File: config.mk
export PLATFORM = sky130hd
export DESIGN_NAME = serial_addsub_unit
export DESIGN_NICKNAME = d
export VERILOG_FILES = /design/src/rtl/serial_addsub_unit.sv
export SDC_FILE = /design/constraint.sdc
export NUM_CORES = 1
export LEC_CHECK = 0
export BUFFER_PORTS_ARGS = -buffer_cell sky130_fd_sc_hd__buf_2
export CAP_MARGIN = 20
export CORE_MARGIN = 2
export CORE_UTILIZATION = 30
export DETAILED_ROUTE_END_ITERATION = 10
export GPL_TIMING_DRIVEN = 0
export PLACE_DENSITY = 0.58
export SYNTH_ARGS = -nofsm -noshare
export SYNTH_HDL_FRONTEND = slang
export SYNTH_SLANG_ARGS = --single-unit
File: constraint.sdc
create_clock -name Clk -period 3.56 [get_ports Clk]
set_input_delay 0.712 -clock Clk [delete_from_list [all_inputs] [get_ports Clk]]
set_output_delay 0.712 -clock Clk [all_outputs]
set_load 0.01 [all_outputs]
File: src/rtl/serial_addsub_unit.sv
// Bit-serial add/subtract unit: computes one result bit per clock, LSB first, after a synchronised button press.
// Result is {carry/borrow-out, WIDTH-bit sum/difference}; flags and Result only change when an operation completes.
module serial_addsub_unit #(
  parameter int WIDTH       = 4,
  parameter int SYNC_STAGES = 2
) (
  input  logic             Clk,
  input  logic             Rst_n,
  input  logic             Start,
  input  logic             Mode,
  input  logic             Bin,
  input  logic [WIDTH-1:0] OpX,
  input  logic [WIDTH-1:0] OpY,
  output logic [WIDTH:0]   Result,
  output logic             Overflow,
  output logic             Zero,
  output logic             Busy,
  output logic             Done,
  output logic [1:0]       DbgState
);

  localparam int CW = $clog2(WIDTH + 1);

  typedef enum logic [1:0] {
    S_IDLE  = 2'd0,
    S_SHIFT = 2'd1,
    S_DONE  = 2'd2
  } state_t;

  state_t           r_state;
  state_t           w_next;
  logic [SYNC_STAGES-1:0] r_sync;
  logic             r_sync_d;
  logic             w_start_edge;
  logic [WIDTH-1:0] r_a;
  logic [WIDTH-1:0] r_b;
  logic [WIDTH-1:0] r_work;
  logic [CW-1:0]    r_cnt;
  logic             r_mode;
  logic             r_c;
  logic             r_sx;
  logic             r_sy;
  logic             w_a;
  logic             w_b;
  logic             w_s;
  logic             w_cout;
  logic             w_last;
  logic [WIDTH-1:0] w_diff;
  logic             w_ovf;

  // Button synchroniser and rising-edge detector on its output.
  always_ff @(posedge Clk or negedge Rst_n) begin
    if (!Rst_n) begin
      r_sync   <= '0;
      r_sync_d <= 1'b0;
    end else begin
      r_sync   <= {r_sync[SYNC_STAGES-2:0], Start};
      r_sync_d <= r_sync[SYNC_STAGES-1];
    end
  end

  assign w_start_edge = r_sync[SYNC_STAGES-1] & ~r_sync_d;

  // One full-adder / full-subtractor slice; r_c is the carry or borrow chain.
  assign w_a    = r_a[0];
  assign w_b    = r_b[0];
  assign w_s    = w_a ^ w_b ^ r_c;
  assign w_cout = r_mode ? ((w_a & w_b) | (r_c & (w_a ^ w_b)))
                         : ((~w_a & w_b) | (~(w_a ^ w_b) & r_c));
  assign w_last = (r_cnt == CW'(WIDTH - 1));
  assign w_diff = {w_s, r_work[WIDTH-1:1]};
  assign w_ovf  = r_mode ? ((r_sx == r_sy) && (w_s != r_sx))
                         : ((r_sx != r_sy) && (w_s != r_sx));

  always_ff @(posedge Clk or negedge Rst_n) begin
    if (!Rst_n) begin
      r_state <= S_IDLE;
    end else begin
      r_state <= w_next;
    end
  end

  always_comb begin
    w_next = r_state;
    case (r_state)
      S_IDLE:  if (w_start_edge) w_next = S_SHIFT;
      S_SHIFT: if (w_last) w_next = S_DONE;
      S_DONE:  w_next = S_IDLE;
      default: w_next = S_IDLE;
    endcase
  end

  always_comb begin
    Busy     = (r_state == S_SHIFT);
    Done     = (r_state == S_DONE);
    DbgState = r_state;
  end

  // Working registers; Result and flags load only on the final bit so no partial value is ever visible.
  always_ff @(posedge Clk or negedge Rst_n) begin
    if (!Rst_n) begin
      r_a      <= '0;
      r_b      <= '0;
      r_work   <= '0;
      r_cnt    <= '0;
      r_mode   <= 1'b0;
      r_c      <= 1'b0;
      r_sx     <= 1'b0;
      r_sy     <= 1'b0;
      Result   <= '0;
      Overflow <= 1'b0;
      Zero     <= 1'b0;
    end else begin
      case (r_state)
        S_IDLE: begin
          if (w_start_edge) begin
            r_a    <= OpX;
            r_b    <= OpY;
            r_mode <= Mode;
            r_c    <= Bin;
            r_cnt  <= '0;
            r_sx   <= OpX[WIDTH-1];
            r_sy   <= OpY[WIDTH-1];
          end
        end
        S_SHIFT: begin
          r_a    <= {1'b0, r_a[WIDTH-1:1]};
          r_b    <= {1'b0, r_b[WIDTH-1:1]};
          r_work <= w_diff;
          r_c    <= w_cout;
          r_cnt  <= r_cnt + CW'(1);
          if (w_last) begin
            Result   <= {w_cout, w_diff};
            Overflow <= w_ovf;
            Zero     <= (w_diff == '0);
          end
        end
        default: ;
      endcase
    end
  end

endmodule

## After elaboration in Yosys (flattened, before gate mapping)

Index checks and enable logic that the tools add are counted.

- Register bits after elaboration: 31
- Word-level logic and storage cells: 57

- $add $sub $neg: 1
- Equal/unequal tests: 8
- Muxes and demuxes: 13
- Bitwise logic cells: 12
- Reduce and logical (&&, ||, !) cells: 9

Operators by type and width:

| cell | number |
|---|---|
| $pmux 4 s2 | 2 |
| $mux 4 | 2 |
| $reduce_and 2->1 | 4 |
| $pmux 3 s2 | 1 |
| $and 1x1->1 | 5 |
| $logic_not 4->1 | 1 |
| $mux 2 | 2 |
| $pmux 2 s2 | 1 |
| $add 3x1->3 const B | 1 |
| $eq 3x2->1 const B | 1 |
| $mux 1 | 3 |
| $mux 3 | 1 |
| $not 1->1 | 3 |
| $eq 2x1->1 const B | 1 |
| $eq 2x2->1 const B | 1 |
| $logic_and 1x1->1 | 2 |
| $logic_not 2->1 | 1 |
| $ne 1x1->1 | 2 |
| $ne 2x1->1 const B | 1 |
| $ne 2x2->1 const B | 1 |
| $or 1x1->1 | 2 |
| $pmux 1 s2 | 1 |
| $reduce_bool 2->1 | 1 |
| $xor 1x1->1 | 2 |
| $eq 1x1->1 | 1 |

## Logic depth before layout (Yosys ltp)

- Depth after elaboration: 6
- Depth in mapped cells: 6
- Depth with buffers taken out: 5

## Worst setup path after synthesis

Ideal clock, no wire load.

- Path kind: register -> register
- From: register r_a[0]
- To: register Zero
- Setup time: 0.083 ns
- Arrival time: 1.589 ns
- Data required time: 3.477 ns
- Path slack: 1.889 ns
- Cell stages (with the launch flop): 4
- Path buffers: 0
- Path through: dfrtp_1 > fa_1 > or4_1 > o21ai_0

- Word-level cells in the longest chain between the ends: 3

RTL lines:

| item | RTL line | text |
|---|---|---|
| start: declaration | 35 | `logic [WIDTH-1:0] r_a;` |
| start signal: assignment | 117 | `r_a <= OpX;` |
| start signal: assignment | 127 | `r_a <= {1'b0, r_a[WIDTH-1:1]};` |
| $xor 1x1->1 (2 in a row) | 67 | `assign w_s = w_a ^ w_b ^ r_c;` |
| net w_s | 45 | `logic w_s;` |
| $logic_not 4->1 | 135 | `Zero <= (w_diff == '0);` |
| end signal: assignment | 135 |  |
| end: declaration | 16 | `output logic Zero,` |

The timed path passes the listed nets, and every way through them passes these cells.
A chain may end at the register's enable or synchronous reset.

## Worst setup path in the final report

- From: register r_state[1], in the netlist DbgState[1]
- To: output Busy

- Word-level cells in the longest chain between the ends: 1

RTL lines:

| item | RTL line | text |
|---|---|---|
| start: declaration | 30 | `state_t r_state;` |
| start signal: assignment | 79 | `r_state <= w_next;` |
| $eq 2x1->1 | 94 | `Busy = (r_state == S_SHIFT);` |
| end: declaration | 17 | `output logic Busy,` |

Every way passes these cells.

==> results.md <==
* Initial DRC Count at 51
* CP Class: reg2out
* Switching power at 0.518 mW
* GRT Overall Usage at 12.0%
* Largest area contributor in the netlist: dfrtp_1
* Placed Instances at 183
* CTS tree: done
* Startpoint Class: flop
* Setup WS post-layout at 1.41 ns
* Seq pwr share at 39.6%
* Crit-path max FO at 9
* Syn Nets at 125
* Cell area after synthesis at 1310 um2
* Post-CTS sizing at 0
* Die Y at 70.1 um
* Post-DRT Antenna Nets at 0
* Share of layout cells above drive strength 1 at 32.4%
* Worst Tran Pin Value at 0.661 ns
* Logic pwr share at 37.7%
* Final core occ at 37.2%
* Total setup buffers inserted after CTS at 0
* Initial Util at 30.5%
* Reg clk slew, reported paths at 0.06 ns
* Die ar. at 4910 um2
* Filler instances at 442
* R2R Path Start: r_b[0]
* Port bufs at 23
* Post-route insts no fill at 191
* Power per cell area at 920 nW/um2
* Dpl ws at 1.72 ns
* WP data required at 2.85 ns
* Area contributors post-synth: dfrtp_1 57%, mux2_2 6.9%, nand2_1 4.6%
* Unrepaired setup endpoints after global routing: no
* Status: finished clean
* Die X at 70.1 um
* Multi-input logic area at 502 um2
* Synth Area in Compound Gates at 13.1%
* Cts bufs inserted at 5
* Post-synthesis cell type count at 29
* Worst hold-check path type: reg2reg
* FF-to-FF setup slack at 1.75 ns
* Setup crit end kind: primary output
* Initial antenna violation count at 0
* Vias at 897
* Clock Latency Late Sink at 0.28 ns
* Max_cap viols at 0
* Vias per cell at 4.70
* Multiplexer area fraction after synthesis at 7.64%
* Pint at 0.951 mW
* TNS Setup at 0 ns
* Sink Count at 30
* P&R area growth vs syn at 21.9%
* Register Area at 751 um2
* Fin. Hold Viols at 0
* Main combinational cell family by area after synthesis: compound AO/OA/AOI/OAI gates
* Setup violators final at 0
* Drt pass-1 iters at 4
* Maximum VDD drop at 0.229 mV
* Worst setup path start: DbgState[1]
* Clock Path Buffers at 2
* Clock share of power at 22.7%
* Hold_buf cts at 0
* Post-synth top area share at 57.3%
* Post-synth EDFFs at 0
* Nets at 155
* Core area at 4290 um2
* WHS at 0.360 ns
* Pleak at 0.762 nW
* Root buffer cell: clkbuf_8
* Gpl congestion at 0.725
* Routed wire length at 2630 um
* CP arrival at 1.43 ns
* Asr flop ratio synth at 100%
* First-pass GRT wire length at 4580 um
* Avg WL per Cell at 13.8 um
* Ant. Diodes at 0
* I/O Pins at 24
* Adder-Cell Fraction of Synth Area at 4.97%
* Sw frac at 35.3%
* Slew margin rel. at 56.0%
* Sequential area share after synthesis at 57.3%
* Slew Limit Fails at 0
* Synth Register Bits at 30
* Final min period at 2.15 ns
* Floorplan row count at 24
* Number of global-route vias before repair at 978
* Synth Area in Simple Gates at 11.9%
* Clock skew at 0.00467 ns
* Mapped Cells at 108
* F_max at 0.466 GHz
* Ys flop type: dfrtp_1
* Hold path startpoint: r_sync[0]
* Synth Area in XOR/XNOR at 0.669%
* Syn Area/Cell at 12.1 um2
* Ys Warns at 0
* Hpwl dp at 1920 um
* GR Overflow Total at 0
* Largest net degree at the start of global routing at 31
* Tcrit/Tclk final at 60.3%
* Clock H-tree levels at 2
* Remaining DRCs at 0
[cells in the mapped netlist, drive strengths merged, types with 2 or more instances]
library cell	number
nor2	2
o22ai	5
a22oi	4
dfrtp	30
inv	7
buf	3
o21ai	5
ha	2
nand2	16
nor2b	3
o2bb2ai	4
fa	2
mux2	8
a22o	2
a21oi	3
[critical path, cell delays in order (launching register included)]
cell and delay, ns:
dfrtp_1 0.38, buf_6 0.14, or2b_1 0.23, inv_1 0.21
buf_2 0.19
[routing by layer]
metal | wire length (um) | vias up | global-route usage [%]
met1 | 1240 | 438 | 14.8
met3 | 89 | 8 | 3.75
met5 | 0 | - | 0
met2 | 1250 | 13 | 19.4
li1 | - | 438 | -
met4 | 48 | 0 | 4.91
[power groups by stage]
stage                     sequential [mW]  clock [mW]  combinational [mW]
after floorplan                     0.586           0               0.382
after global placement              0.580           0               0.543
after detailed placement            0.589           0               0.560
after CTS                           0.583       0.336               0.564
after global routing                0.601       0.356               0.626
final                               0.581       0.334               0.555
[sequential cells by signal, summed over array words and instances, names as in the netlist]
name,cells
Result,5
r_a,4
r_b,4
r_cnt,3
r_work,3
DbgState,2
r_sync,2
Overflow,1
Zero,1
r_c,1
r_mode,1
r_sx,1
r_sy,1
r_sync_d,1
[cells by family (layout without fill, tap and decap cells)]
family / count (synthesis) / count (layout)
buffers and inverters: 11 / 42
AO/OA/AOI/OAI: 25 / 25
multiplexers: 9 / 9
XOR/XNOR: 1 / 1
flip-flops: 30 / 30
adder cells (fa/ha/maj): 4 / 4
AND/OR/NAND/NOR: 28 / 28
[area by class of cell]
class	count	share of cell area, %
Buffer	4	1.96
Clock buffer	7	4.78
Clock inverter	1	1.88
Inverter	7	1.65
Multi-Input combinational cell	67	31.4
Sequential cell	30	47.0
Tap cell	52	4.08
Timing Repair Buffer	23	7.21
[worst paths after layout]
kind                              to  cells past startpoint
max                             Busy                      4
min                        r_sync[1]                      0
max reg2reg                     Zero                      4
min reg2reg                r_sync[1]                      0
max in group asynchronous     r_a[2]                      1
min in group asynchronous  Result[3]                      1
[placed cells by master, fill, tap and decap left out, types with 4 or more instances in the layout]
master,count
clkbuf_8,5
nand2_1,16
o22ai_1,5
o21ai_0,4
mux2_2,8
inv_1,7
o2bb2ai_1,4
a22oi_1,4
dfrtp_1,30
buf_2,24
[per-stage QoR]
| stage | total power [mW] | cell area [um2] |
|---|---|---|
| floorplan | 0.968 | 1310 |
| global placement | 1.12 | 1490 |
| detailed placement | 1.15 | 1490 |
| CTS | 1.48 | 1600 |
| global route | 1.58 | 1600 |
| finish | 1.47 | 1600 |
(Power assumes the default switching activity.)
